[src/rtl/uart_rx_os.sv]
// -----------------------------------------------------------------------------
// uart_rx_os
//   Oversampling UART receiver (8N1, LSB first). The serial input is brought
//   into the clock domain by a 2-FF synchroniser. Start detection, mid-bit
//   sampling and stop checking advance only on cycles where the oversample
//   tick i_rxen is high (OSR ticks per bit). Each correctly framed byte is
//   presented on o_rx_data together with a one-clock o_valid pulse. A stop bit
//   sampled low gives a one-clock o_frame_err pulse instead. After a framing
//   error the receiver waits for the line to return high before it hunts for
//   the next start bit.
//
// Ports
//   i_clk        system clock, all logic on the rising edge
//   i_rst        synchronous, active-high reset
//   i_rxen       oversample tick, one clock wide, OSR ticks per bit period
//   i_rxd        asynchronous serial input, idle high
//   o_rx_data    last correctly framed byte, held until the next o_valid
//   o_valid      one-clock pulse, o_rx_data updated in the same cycle
//   o_frame_err  one-clock pulse, stop bit sampled as 0
//   o_busy       high whenever the receiver is not idle
// -----------------------------------------------------------------------------
module uart_rx_os #(
  parameter int OSR   = 16,
  parameter int CNT_W = 4
) (
  input  logic       i_clk,
  input  logic       i_rst,
  input  logic       i_rxen,
  input  logic       i_rxd,
  output logic [7:0] o_rx_data,
  output logic       o_valid,
  output logic       o_frame_err,
  output logic       o_busy
);

  typedef enum logic [2:0] {
    S_IDLE  = 3'd0,
    S_START = 3'd1,
    S_DATA  = 3'd2,
    S_STOP  = 3'd3,
    S_BREAK = 3'd4
  } state_t;

  // Tick counts at which the start bit (half a bit in) and every later bit
  // (one full bit on from the previous sample) are sampled.
  localparam logic [CNT_W-1:0] TICK_MID = CNT_W'(OSR / 2 - 1);
  localparam logic [CNT_W-1:0] TICK_END = CNT_W'(OSR - 1);

  logic             r_sync1;
  logic             r_sync2;
  logic             w_rxd_s;
  state_t           r_state;
  logic [CNT_W-1:0] r_tick_cnt;
  logic [2:0]       r_bit_cnt;
  logic [7:0]       r_shift;
  logic [7:0]       r_rx_data;
  logic             r_valid;
  logic             r_frame_err;
  logic             r_busy;

  assign w_rxd_s     = r_sync2;
  assign o_rx_data   = r_rx_data;
  assign o_valid     = r_valid;
  assign o_frame_err = r_frame_err;
  assign o_busy      = r_busy;

  // Two-flop synchroniser for the asynchronous serial line; resets to idle-high
  // so that leaving reset never looks like a start edge.
  always_ff @(posedge i_clk) begin
    if (i_rst) begin
      r_sync1 <= 1'b1;
      r_sync2 <= 1'b1;
    end else begin
      r_sync1 <= i_rxd;
      r_sync2 <= r_sync1;
    end
  end

  // Receive state machine: start hunt, mid-bit sampling, stop check, pulses.
  always_ff @(posedge i_clk) begin
    if (i_rst) begin
      r_state     <= S_IDLE;
      r_tick_cnt  <= {CNT_W{1'b0}};
      r_bit_cnt   <= 3'd0;
      r_shift     <= 8'h00;
      r_rx_data   <= 8'h00;
      r_valid     <= 1'b0;
      r_frame_err <= 1'b0;
      r_busy      <= 1'b0;
    end else begin
      // Pulses are single-cycle: cleared every clock unless set below.
      r_valid     <= 1'b0;
      r_frame_err <= 1'b0;
      if (i_rxen) begin
        case (r_state)
          S_IDLE: begin
            if (!w_rxd_s) begin
              r_state    <= S_START;
              r_tick_cnt <= {CNT_W{1'b0}};
              r_busy     <= 1'b1;
            end
          end

          S_START: begin
            if (r_tick_cnt == TICK_MID) begin
              r_tick_cnt <= {CNT_W{1'b0}};
              if (!w_rxd_s) begin
                r_state   <= S_DATA;
                r_bit_cnt <= 3'd0;
              end else begin
                // Line went back high before mid start bit: treat as glitch.
                r_state <= S_IDLE;
                r_busy  <= 1'b0;
              end
            end else begin
              r_tick_cnt <= r_tick_cnt + CNT_W'(1);
            end
          end

          S_DATA: begin
            if (r_tick_cnt == TICK_END) begin
              r_tick_cnt <= {CNT_W{1'b0}};
              r_shift    <= {w_rxd_s, r_shift[7:1]};
              if (r_bit_cnt == 3'd7) begin
                r_state <= S_STOP;
              end else begin
                r_bit_cnt <= r_bit_cnt + 3'd1;
              end
            end else begin
              r_tick_cnt <= r_tick_cnt + CNT_W'(1);
            end
          end

          S_STOP: begin
            if (r_tick_cnt == TICK_END) begin
              r_tick_cnt <= {CNT_W{1'b0}};
              if (w_rxd_s) begin
                r_rx_data <= r_shift;
                r_valid   <= 1'b1;
                r_state   <= S_IDLE;
                r_busy    <= 1'b0;
              end else begin
                // Keep the old byte; wait for the line to recover so a held-low
                // line is not decoded as a stream of 0x00 frames.
                r_frame_err <= 1'b1;
                r_state     <= S_BREAK;
              end
            end else begin
              r_tick_cnt <= r_tick_cnt + CNT_W'(1);
            end
          end

          S_BREAK: begin
            if (w_rxd_s) begin
              r_state <= S_IDLE;
              r_busy  <= 1'b0;
            end
          end

          default: begin
            r_state    <= S_IDLE;
            r_tick_cnt <= {CNT_W{1'b0}};
            r_bit_cnt  <= 3'd0;
            r_busy     <= 1'b0;
          end
        endcase
      end
    end
  end

endmodule
[config.mk]
export PLATFORM = sky130hd
export DESIGN_NAME = uart_rx_os
export DESIGN_NICKNAME = d
export VERILOG_FILES = /design/src/rtl/uart_rx_os.sv
export SDC_FILE = /design/constraint.sdc
export NUM_CORES = 1
export LEC_CHECK = 0
export CAP_MARGIN = 40
export CORE_AREA = 8 8 78 80
export DETAILED_ROUTE_END_ITERATION = 6
export DIE_AREA = 0 0 86 88
export PLACE_DENSITY = 0.58
export REMOVE_ABC_BUFFERS = 1
export SETUP_SLACK_MARGIN = 0.05
export SYNTH_ARGS = -nofsm -noshare
export SYNTH_HDL_FRONTEND = slang
export SYNTH_SLANG_ARGS = --single-unit
[constraint.sdc]
create_clock -name i_clk -period 4.57 [get_ports i_clk]
set_input_delay 0.6855 -clock i_clk [delete_from_list [all_inputs] [get_ports i_clk]]
set_output_delay 0.6855 -clock i_clk [all_outputs]
set_load 0.005 [all_outputs]
# After elaboration in Yosys (flattened, before gate mapping)
# Index checks and enable logic that the tools add are counted.
[classes]
addsub = 2
eq_ne = 15
mux = 25
n_bitwise = 6
n_reduce_logical = 10
[op_table]
columns = ["cell", "n"]
rows = [
  ["$mux 3", 11],
  ["$ne 2x2->1 const B", 8],
  ["$pmux 4 s4", 1],
  ["$pmux 3 s5", 1],
  ["$mux 4", 3],
  ["$pmux 3 s3", 1],
  ["$reduce_and 7->1", 1],
  ["$eq 3x2->1 const B", 2],
  ["$eq 3x3->1 const B", 2],
  ["$mux 1", 6],
  ["$not 1->1", 6],
  ["$reduce_and 3->1", 2],
  ["$reduce_and 6->1", 1],
  ["$pmux 1 s5", 1],
  ["$reduce_and 5->1", 1],
  ["$add 4x1->4 const B", 1],
  ["$eq 4x3->1 const B", 1],
  ["$eq 4x4->1 const B", 1],
  ["$reduce_and 4->1", 1],
  ["$reduce_or 4->1", 1],
  ["$add 3x1->3 const B", 1],
  ["$eq 3x1->1 const B", 1],
  ["$logic_not 3->1", 1],
  ["$reduce_or 3->1", 1],
  ["2 further kinds", 2],
]
[word_totals]
regBits = 31
in_bits = 4
output_inout_bits = 11
word_cells = 68

# Logic depth before layout (Yosys ltp)
# Gate-level depths: netlist of run 1.
[depth]
depth_word = 4
mapped_depth = 6
mapped_depth_nobuf = 6

# Least setup slack after synthesis of run 1
# Ideal clock, no wire load.
[synth_timing]
path_kind = "reg2reg"
from = "register r_bit_cnt[0]"
to = "register r_bit_cnt[0]"
t_arrival_ps = 1618
required_time_ps = 4449
path_slack_ps = 2831
stages_incl_launch_ff = 7
n_path_buf = 0
synth_period_minus_slack_ps = 1739
cell_sequence = "dfxtp_1 -> ha_1 -> ha_1 -> or3b_2 -> o2111a_1 -> nand2_1 -> mux2_2"
[synth_via]
elab_chain_cells = 4
word_cells_on_any_way = 7
cone_classes = "add/sub: 1; eq/ne: 2; mux: 3; reduce/logical: 1"
[synth_rtl]
columns = ["item", "line", "text"]
rows = [
  ["start, declared", "54", "logic [2:0] r_bit_cnt;"],
  ["start signal, assigned", "127", "r_bit_cnt <= r_bit_cnt + 3'd1;"],
  ["$add 3x1->3", "127", ""],
  ["$mux 3", "124", "if (r_bit_cnt == 3'd7) begin"],
  ["$mux 3", "121", "if (r_tick_cnt == TICK_END) begin"],
  ["$pmux 3 s3", "95", "case (r_state)"],
]
# Several ways; a longest one is shown, not always the timed one. The select of a mux whose other input is x is not followed.
# A chain may end at the register's enable or synchronous reset.

# Worst setup path in the final report of run 1
[layout_timing]
from = "input port i_rxen"
to = "register r_rx_data[1], in the netlist o_rx_data[1]"
[layout_via]
elab_chain_cells = 1
[layout_rtl]
columns = ["item", "line", "text"]
rows = [
  ["start, declared", "28", "input logic i_rxen,"],
  ["$reduce_and 4->1 (no line)", "n/a", ""],
  ["end signal, assigned", "138", "r_rx_data <= r_shift;"],
  ["end, declared", "56", "logic [7:0] r_rx_data;"],
]
# No other way between the ends.

==> results of run 1 <==
-- power groups by stage --
stage / logic, W / registers [W] / clock network, W
floorplan: 0.00000836 / 0.000280 / 0
global placement: 0.0000192 / 0.000281 / 0
detailed placement: 0.0000192 / 0.000281 / 0
CTS: 0.0000193 / 0.000274 / 0.000284
global route: 0.0000211 / 0.000275 / 0.000296
finish: 0.0000192 / 0.000275 / 0.000272
-- per-stage QoR --
stage / std cells / util / hold slack [ns]
2_1_floorplan: 141 / - / 0.389
3_3_place_gp: 226 / 0.326 / 0.395
3_5_place_dp: 226 / 0.326 / 0.399
4_1_cts: 234 / 0.349 / 0.416
5_1_grt: 234 / 0.349 / 0.423
6_report: 234 / 0.349 / 0.414
-- layout make-up --
class / instances / area, um^2 / area share
clock buffers: 5 / 68.8 / 0.0401
clock inverters: 3 / 43.8 / 0.0255
inverters: 7 / 26.3 / 0.0153
multi-input cells: 103 / 719 / 0.420
flip-flops and latches: 31 / 621 / 0.362
well taps: 70 / 87.6 / 0.0511
repair buffers: 15 / 148 / 0.0861
-- flip-flops by register name, indices dropped and copies added (netlist names) --
register     cells
r_tick_cnt       4
r_sync2          1
o_valid          1
r_bit_cnt        3
o_rx_data        8
r_sync1          1
r_shift          8
r_state          3
o_busy           1
o_frame_err      1
-- cells by family after synthesis --
| group | count (synthesis) | synth area share |
|---|---|---|
| and+or+nand+nor | 54 | 0.203 |
| DFF | 31 | 0.438 |
| AOI/OAI and AO/OA | 25 | 0.132 |
| buffers and inverters | 19 | 0.0539 |
| muxes | 18 | 0.128 |
| xor gates and xnor gates | 3 | 0.0186 |
| adders and majority gates | 3 | 0.0265 |
-- worst paths after layout --
kind                                 from  cells after the start  slack, ns                         to
hold reg to reg        r_sync1$_SDFF_PP1_                      1       0.41         r_sync2$_SDFF_PP1_
setup / recovery                   i_rxen                      5       2.14  o_rx_data[1]$_SDFFE_PP0P_
hold / removal         r_sync1$_SDFF_PP1_                      1       0.41         r_sync2$_SDFF_PP1_
setup reg to reg  r_state[1]$_SDFFE_PP0P_                      4       2.62    r_shift[1]$_SDFFE_PP0P_
-- placed cells by master (no fill, tap or decap), drive strengths merged, types with 3 or more instances in the layout --
cell type | synthesis | layout
dfxtp | 31 | 31
or2 | 3 | 3
nand3 | 4 | 4
nor3 | 3 | 3
clkdlybuf4s50 | 0 | 14
clkbuf | 7 | 5
mux2i | 17 | 17
nand2 | 5 | 5
nor2 | 21 | 21
ha | 3 | 3
o211ai | 3 | 3
a21oi | 4 | 4
inv | 7 | 7
and2 | 4 | 4
o21ai | 5 | 5
-- metal layers --
layer / wire length (um) / track usage / share of wire
met2: 1300 / 0.133 / 0.45
met4: 57 / 0.0430 / 0.020
met5: 0 / 0 / 0
met1: 1320 / 0.0896 / 0.46
met3: 211 / 0.0422 / 0.073
-- worst max-delay path, stage by stage --
cell and delay (ns):
clkdlybuf4s50_1 0.70, nor2b_1 0.33, and4_1 0.58, mux2i_1 0.25
nor2_1 0.05
==> results by group, run 1 <==
Pwr
  • Seq pwr share: 0.485
  • Power Dens Cells: 330 nW/um^2
  • Power, Total: 0.000566 W
  • Internal power: 0.000442 W
  • Sw Ratio: 0.219
  • Net Sw Power: 0.000124 W
  • LEAKAGE: 0.608 nW
  • Comb pwr share: 0.034
  • Max IR drop VDD: 0.127 mV
  • Clock power frac: 0.481

Logic synthesis
  • Post-synth EDFFs: 0
  • Asr flop ratio synth: 0
  • Synthesized instance count: 153
  • Cell taking the most area after synthesis: dfxtp_1
  • Post-Syn Area per Cell: 9.26 um^2
  • Synth top cells by count: 31 x dfxtp_1, 21 x nor2_1, 17 x mux2i_1
  • Synth top area cells: dfxtp_1 44%, mux2i_1 12%, nor2_1 5.6%, ha_1 2.7%, clkbuf_1 1.9%
  • Top_reg_cell synth: dfxtp_1
  • Post-synthesis register bit count: 31
  • Distinct cells, synth: 41
  • Most common cell in the netlist: dfxtp_1
  • Synthesized area: 1420 um^2
  • Area share of the largest cell type after synthesis: 0.438
  • Register area share after synthesis: 0.438
  • YS warnings: 0

Drt
  • Via count: 1097
  • Pre-antenna DRT Iters: 5
  • Drt total wl: 2890 um
  • DR WL/cell: 12.4 um
  • Vias per cell: 4.69
  • Antenna Nets Post-Route: 0
  • Iter 0 DRT Violations: 54
  • DRC viols: 0

GRT
  • GRT Resource Usage Total: 0.0836
  • Number of global-route vias before repair: 1047
  • First-pass GRT wire length: 4910 um
  • Initial antenna violation count: 0
  • Grt total ovfl: 0
  • Pin count of the biggest net entering global routing: 20

Floorplan
  • Die width: 86 um
  • Initial Util: 0.288
  • Row cnt: 26
  • I/O Pins: 15
  • Core ar.: 4910 um^2
  • Die H: 88 um
  • Full die area: 7570 um^2

Setup path
  • Max FO, Critical Path: 12
  • CP Launch Type: input pin
  • CP required: 4.73 ns
  • Critical path endpoint category: flop
  • Worst EP arrival: 2.59 ns
  • Setup CP Type: input pin to flop

Timing
  • Slew headroom: 0.537
  • Post-route minimum period: 2.43 ns
  • Final setup viols: 0
  • Final period util: 0.532
  • Worst-Margin Slew: 0.693 ns
  • Setup tns final: 0 ns
  • RSZ-0062 raised after global routing: no
  • Final Skew: 0.00392 ns
  • Final hold violations: 0
  • Max-slew violation count: 0
  • Worst Slack Setup Final: 2.14 ns
  • Fmax: 0.411 GHz

Layout
  • N_diodes: 0
  • Final instance area: 1710 um^2
  • Layout area overhead: 21.0%
  • Fin nets: 170
  • Share of cells above drive strength 1: 0.0976
  • Fillcell total: 510

Clocking
  • CTS H-tree lvls: 2
  • Max Buffers Root-to-Sink: 2
  • Root Buffer: clkbuf_8
  • Clock transition at path regs: 0.07 ns
  • CTS tree: done
  • CTS Sinks: 31
  • Hold buffers post-CTS: 0
  • CTS Buf Count: 5
  • # resized after CTS: 0
  • Worst skew pair latency: 0.29 ns
  • Setup bufs post-CTS: 0

Placed design
  • DP HPWL: 1970 um
  • Placer Congestion: 0.829
  • Placed Area: 1600 um^2
  • Pre-CTS setup slack: 1.86 ns
  • # port buffers: 14

Run status
  • Status: finished, final reports clean

Worst hold path
  • Hold WC Path Type: flop to flop

Job
  • Max-cap violations: 0
No activity file was read; power rests on OpenSTA's default activity.
==> run 2: changes to the inputs <==
- clock period: 4.57 -> 2.3 ns (I/O delays scaled with it)
==> run 2 against run 1 <==
Net effect:
- sequential power increased by 99%
- combinational power increased by 110%
- clock power increased by 97%
- global-route usage increased by 0.26 points
- core utilization increased by 0.61 points
- first-iteration DRC count increased by 13%
- via count increased by 1.9%
- final area increased by 1.8%
- critical path type is now flop to flop
- highest routed layer unchanged
==> results by group, run 2 (synthesized netlist as in run 1, its figures left out) <==
Layout
  • N_diodes: 0 (unchanged)
  • Most frequent cells in the layout: 31 x dfxtp_1, 21 x nor2_1, 17 x mux2i_1
  • Final instance area: 1740 um^2 (+1.8%)
  • Final core occ: 0.355 (+0.00611)
  • Share of cells above drive strength 1: 0.119 (+0.0215)
  • Fin nets: 174 (+2.4%)
  • Layout area overhead: 23.1%
  • Most common cell after layout, fill and taps aside: dfxtp_1

Pwr
  • Power, Total: 0.00112 W (+98%)
  • LEAKAGE: 0.628 nW (+3.4%)
  • Max IR drop VDD: 0.264 mV (+110%)
  • Power Dens Cells: 643 nW/um^2 (+95%)

Setup path
  • CP Launch Type: flop
  • Cell Chain, Critical Path: ha_1 > ha_1 > or3b_2 > o2111a_1 > nand2_1 > mux2_2
  • Crit-path leading delay family: simple AND/OR/NAND/NOR gates
  • Worst R2R Start: r_bit_cnt[0]$_SDFFE_PP0P_
  • Critical path endpoint category: flop
  • R2R Setup Slk: 0.43 ns (-2.19 ns)
  • CP required: 2.47 ns (-2.26 ns)
  • Worst EP arrival: 2.04 ns (-0.55 ns)
  • Max FO, Critical Path: 3 (-9)
  • Critical Path Slowest Stage Cell: or3b_2
  • Buf/Inv on CP: 0 (-1)
  • CP dominant cell by count: ha_1
  • Worst path depth: 6 (+1)
  • R2R cell count: 6 (+2)
  • Setup CP Type: flop to flop
  • Crit path largest cell delay: 0.44 ns (-0.26 ns)
  • Reg2reg end: r_bit_cnt[0]$_SDFFE_PP0P_
  • Worst setup path endpoint: r_bit_cnt[0]$_SDFFE_PP0P_
  • Crit. Startpoint: r_bit_cnt[0]$_SDFFE_PP0P_

Clocking
  • Max Buffers Root-to-Sink: 2 (unchanged)
  • Setup bufs post-CTS: 0 (unchanged)
  • CTS Buf Count: 5 (unchanged)
  • Root Buffer: clkbuf_8
  • Worst skew pair latency: 0.28 ns (about the same)
  • Hold buffers post-CTS: 0 (unchanged)
  • Clock transition at path regs: 0.07 ns (about the same)
  • # resized after CTS: 0 (unchanged)
  • CTS H-tree lvls: 2 (unchanged)
  • CTS Sinks: 31 (unchanged)
  • CTS tree: done

Placed design
  • Placed Area: 1630 um^2 (+1.9%)
  • # port buffers: 14 (unchanged)
  • DP HPWL: 2070 um (+4.8%)
  • Placer Congestion: 0.769 (-7.3%)

Floorplan
  • Initial Util: 0.288 (unchanged)
  • Full die area: 7570 um^2 (unchanged)
  • Row cnt: 26 (unchanged)
  • Die width: 86 um (unchanged)
  • I/O Pins: 15 (unchanged)
  • Core ar.: 4910 um^2 (unchanged)
  • Die H: 88 um (unchanged)

GRT
  • Initial antenna violation count: 0 (unchanged)
  • First-pass GRT wire length: 5110 um (+4.2%)
  • Number of global-route vias before repair: 1129 (+7.8%)
  • Grt total ovfl: 0 (unchanged)
  • Pin count of the biggest net entering global routing: 26 (+30%)
  • GRT Resource Usage Total: 0.0862 (+0.00260)

Timing
  • Post-route minimum period: 1.87 ns
  • Final period util: 0.813
  • Slew headroom: 0.656 (+0.119)
  • RSZ-0062 raised after global routing: no
  • Setup tns final: 0 ns (unchanged)
  • Worst-Margin Slew: 0.515 ns (-0.178 ns)
  • Max-slew violation count: 0 (unchanged)
  • Final Skew: 0.00340 ns (-0.000526 ns)
  • Final hold violations: 0 (unchanged)
  • Final setup viols: 0 (unchanged)
  • Fmax: 0.535 GHz

Drt
  • Antenna Nets Post-Route: 0 (unchanged)
  • Vias per cell: 4.70 (+0.20%)
  • Iter 0 DRT Violations: 61 (+13%)
  • Drt total wl: 3030 um (+4.8%)
  • DRC viols: 0 (unchanged)
  • Pre-antenna DRT Iters: 4 (-1)
  • Via count: 1118 (+1.9%)
  • DR WL/cell: 12.7 um (+3.0%)

Worst hold path
  • Hold WC Path Type: flop to flop

Job
  • Max-cap violations: 0 (unchanged)

Run status
  • Status: finished, final reports clean
==> run 2: metrics by stage <==
stage               worst slack [ns]  hold WS [ns]  cells
floorplan                      0.561         0.389    141
global placement               0.439         0.393    230
detailed placement             0.435         0.404    230
CTS                            0.429         0.420    238
global route                   0.315         0.436    238
finish                         0.430         0.424    238
==> run 2: per-layer routing <==
layer | wire [um] | GRT usage | vias up
li1 | - | - | 566
met1 | 1460 | 0.0957 | 531
met2 | 1350 | 0.140 | 16
met3 | 183 | 0.0347 | 5
met4 | 43 | 0.0430 | 0
met5 | 0 | 0 | -
==> run 2: worst min path at each step <==
stage,startpoint,end,slack (ns),cells after the start
2_1_floorplan,r_sync1$_SDFF_PP1_,r_sync2$_SDFF_PP1_,0.39,1
3_3_place_gp,r_sync1$_SDFF_PP1_,r_sync2$_SDFF_PP1_,0.39,1
3_5_place_dp,r_sync1$_SDFF_PP1_,r_sync2$_SDFF_PP1_,0.40,1
4_1_cts,r_sync1$_SDFF_PP1_,r_sync2$_SDFF_PP1_,0.42,1
5_1_grt,r_sync1$_SDFF_PP1_,r_sync2$_SDFF_PP1_,0.44,1
6_report,r_sync1$_SDFF_PP1_,r_sync2$_SDFF_PP1_,0.42,1
==> run 2: worst reg2reg max path, cell delays in order (launching register included) <==
cell and delay, ns:
dfxtp_1 0.35, ha_1 0.16, ha_1 0.16, or3b_2 0.44
o2111a_1 0.18, nand2_1 0.13, mux2_2 0.34
==> run 2: cell type report <==
type	count	area [um^2]
well taps	70	87.6
clock buffers	5	68.8
repair buffers	19	178
clock inverters	3	43.8
inverters	7	26.3
flip-flops and latches	31	621
fillers	506	3170
multi-input cells	103	719
==> run 2: power by group <==
group	switching [W]	leakage, nW	internal, W
clock network	0.000212	0.0581	0.000322
registers	0.00000528	0.250	0.000540
logic	0.0000234	0.320	0.0000177
==> run 3: changes to the inputs <==
- clock period: 2.3 -> 1.8 ns (I/O delays scaled with it)
==> run 3 against run 2 <==
Net effect:
- maximum frequency grew 12%
- clock skew hardly changed
- routed wire length increased by 1.6%
- flip-flop and latch count unchanged
- clock power shrank 1%
- worst setup slack got worse by 0.30 ns
- core utilization up 2.7 points
- sequential share of layout area decreased by 2.4 points
- sequential power up 27%
- power rose by 15%
- register-to-register slack worse by 0.30 ns
- highest routed layer unchanged
==> results by group, run 3 (synthesized netlist as in run 1, its figures left out) <==
Layout
  • Most common cell after layout, fill and taps aside: dfxtp_1
  • Most frequent cells in the layout: 29 x dfxtp_1, 21 x nor2_1, 17 x mux2i_1
  • N_diodes: 0 (unchanged)
  • Share of cells above drive strength 1: 0.207 (+0.0877)
  • Fin nets: 185 (+6.3%)
  • Final core occ: 0.382 (+0.0270)
  • Layout area overhead: 32.5%
  • Non-Filler Instances: 249 (+4.6%)

Job
  • Max-cap violations: 0 (unchanged)

Placed design
  • Placed cell count: 238 (+3.5%)
  • DP HPWL: 2200 um (+6.5%)
  • # port buffers: 14 (unchanged)
  • Pre-CTS setup slack: -0.0430 ns (-0.478 ns)
  • Placer Congestion: 0.795 (+3.3%)

GRT
  • Grt total ovfl: 0 (unchanged)
  • Initial antenna violation count: 0 (unchanged)
  • GRT Resource Usage Total: 0.0919 (+0.00568)
  • Number of global-route vias before repair: 1180 (+4.5%)
  • First-pass GRT wire length: 5370 um (+5.0%)
  • Pin count of the biggest net entering global routing: 20 (-23%)

Clocking
  • CTS tree: done
  • Hold buffers post-CTS: 0 (unchanged)
  • Worst skew pair latency: 0.28 ns (about the same)
  • CTS Buf Count: 5 (unchanged)
  • Root Buffer: clkbuf_8
  • CTS H-tree lvls: 2 (unchanged)
  • Clock transition at path regs: 0.07 ns (about the same)
  • CTS Sinks: 31 (unchanged)
  • Max Buffers Root-to-Sink: 2 (unchanged)

Floorplan
  • Die H: 88 um (unchanged)
  • Row cnt: 26 (unchanged)
  • Core ar.: 4910 um^2 (unchanged)
  • Initial Util: 0.288 (unchanged)
  • Die width: 86 um (unchanged)
  • I/O Pins: 15 (unchanged)
  • Full die area: 7570 um^2 (unchanged)

Timing
  • Worst Slack Setup Final: 0.130 ns (-0.300 ns)
  • Final hold violations: 0 (unchanged)
  • Final Skew: 0.00378 ns (+0.000386 ns)
  • Fmax: 0.599 GHz (+12%)
  • Final setup viols: 0 (unchanged)
  • Post-route minimum period: 1.67 ns (-0.200 ns)
  • RSZ-0062 raised after global routing: no
  • Slew headroom: 0.697 (+0.0411)
  • Final period util: 0.928 (+0.115)
  • Max-slew violation count: 0 (unchanged)
  • Worst-Margin Slew: 0.453 ns (-0.0614 ns)

Setup path
  • Buf/Inv on CP: 0 (unchanged)
  • Critical Path Slowest Stage Cell: dfxtp_2
  • CP Launch Type: flop
  • CP dominant cell by count: ha_4
  • Worst EP arrival: 1.84 ns (-0.20 ns)
  • Setup CP Type: flop to flop
  • CP required: 1.97 ns (-0.50 ns)
  • Crit-path leading delay family: simple AND/OR/NAND/NOR gates
  • Crit path largest cell delay: 0.36 ns (-0.08 ns)
  • Critical path endpoint category: flop
  • Cell Chain, Critical Path: ha_4 > ha_4 > or3b_4 > o2111a_2 > nand2_2 > mux2_2
  • Max FO, Critical Path: 3 (unchanged)

Worst hold path
  • Hold WC Path Type: flop to flop

Pwr
  • Power Dens Cells: 687 nW/um^2 (+6.8%)
  • Seq pwr share: 0.539 (+0.052)
  • Clock power frac: 0.410 (-0.067)
  • Sw Ratio: 0.231 (+0.0163)
  • LEAKAGE: 0.677 nW (+7.7%)
  • Net Sw Power: 0.000298 W (+24%)
  • Comb pwr share: 0.051 (+0.014)
  • Max IR drop VDD: 0.391 mV (+48%)
  • Internal power: 0.000991 W (+13%)

Drt
  • DRC viols: 0 (unchanged)
  • Drt total wl: 3080 um (+1.6%)
  • DR WL/cell: 12.4 um (-2.9%)
  • Vias per cell: 4.64 (-1.3%)
  • Antenna Nets Post-Route: 0 (unchanged)
  • Iter 0 DRT Violations: 78 (+28%)
  • Via count: 1155 (+3.3%)
  • Pre-antenna DRT Iters: 4 (unchanged)

Run status
  • Status: finished, final reports clean
run 3: changes by cell type in the layout (fill, tap and decap cells not counted), sizes merged:
cell,before,now
buf,5,16
bufinv,1,0
clkbuf,5,6
clkinv,2,1
clkinvlp,0,1
run 3: metrics by stage:
step | setup TNS (ns) | power, W | hold slack [ns] | cell area (um^2)
CTS | 0 | 0.00131 | 0.416 | 1870
global route | 0 | 0.00136 | 0.431 | 1880
floorplan | 0 | 0.000732 | 0.339 | 1370
detailed placement | -0.0430 | 0.000775 | 0.400 | 1730
finish | 0 | 0.00129 | 0.410 | 1880
global placement | 0 | 0.000775 | 0.399 | 1730
run 3: power groups by stage:
stage / Clock, W / Combinational (W) / Sequential (W)
detailed placement: 0 / 0.0000647 / 0.000710
finish: 0.000529 / 0.0000659 / 0.000695
global placement: 0 / 0.0000648 / 0.000710
global route: 0.000593 / 0.0000730 / 0.000695
floorplan: 0 / 0.0000212 / 0.000711
CTS: 0.000554 / 0.0000659 / 0.000695
run 3: path summary, 6_finish.rpt:
| path | start | to | slack, ns | cells after the start |
|---|---|---|---|---|
| setup reg to reg | r_bit_cnt[1]$_SDFFE_PP0P_ | r_bit_cnt[0]$_SDFFE_PP0P_ | 0.13 | 6 |
| hold / removal | r_sync1$_SDFF_PP1_ | r_sync2$_SDFF_PP1_ | 0.41 | 1 |
| hold reg to reg | r_sync1$_SDFF_PP1_ | r_sync2$_SDFF_PP1_ | 0.41 | 1 |
| setup / recovery | r_bit_cnt[1]$_SDFFE_PP0P_ | r_bit_cnt[0]$_SDFFE_PP0P_ | 0.13 | 6 |
run 3: repair_timing:
action / in CTS / in global routing
pin swaps: 0 / 1
buffers inserted: 3 / 0
setup endpoints to repair: 1 / 4
gates resized for setup: 7 / 4
run 3: layer usage:
layer,routed length [um],vias up,track usage,share of wire
li1,-,588,-,-
met1,1460,546,0.102,0.47
met2,1430,17,0.150,0.46
met3,159,4,0.0460,0.052
met4,35,0,0.0287,0.011
met5,0,-,0,0
run 3: layout make-up:
cell class,count,area (um^2)
flip-flops and latches,31,623
clock inverters,2,12.5
well taps,70,87.6
clock buffers,6,72.6
repair buffers,30,298
multi-input cells,103,757
inverters,7,26.3
fillers,513,3040
run 3: worst reg2reg max path, delay by kind of cell, from the launching register on:
| family | cells | cell delay, ns |
|---|---|---|
| simple gates | 2 | 0.43 |
| flops | 1 | 0.36 |
| mux | 1 | 0.32 |
| fa+ha+maj | 2 | 0.27 |
| compound gates | 1 | 0.18 |
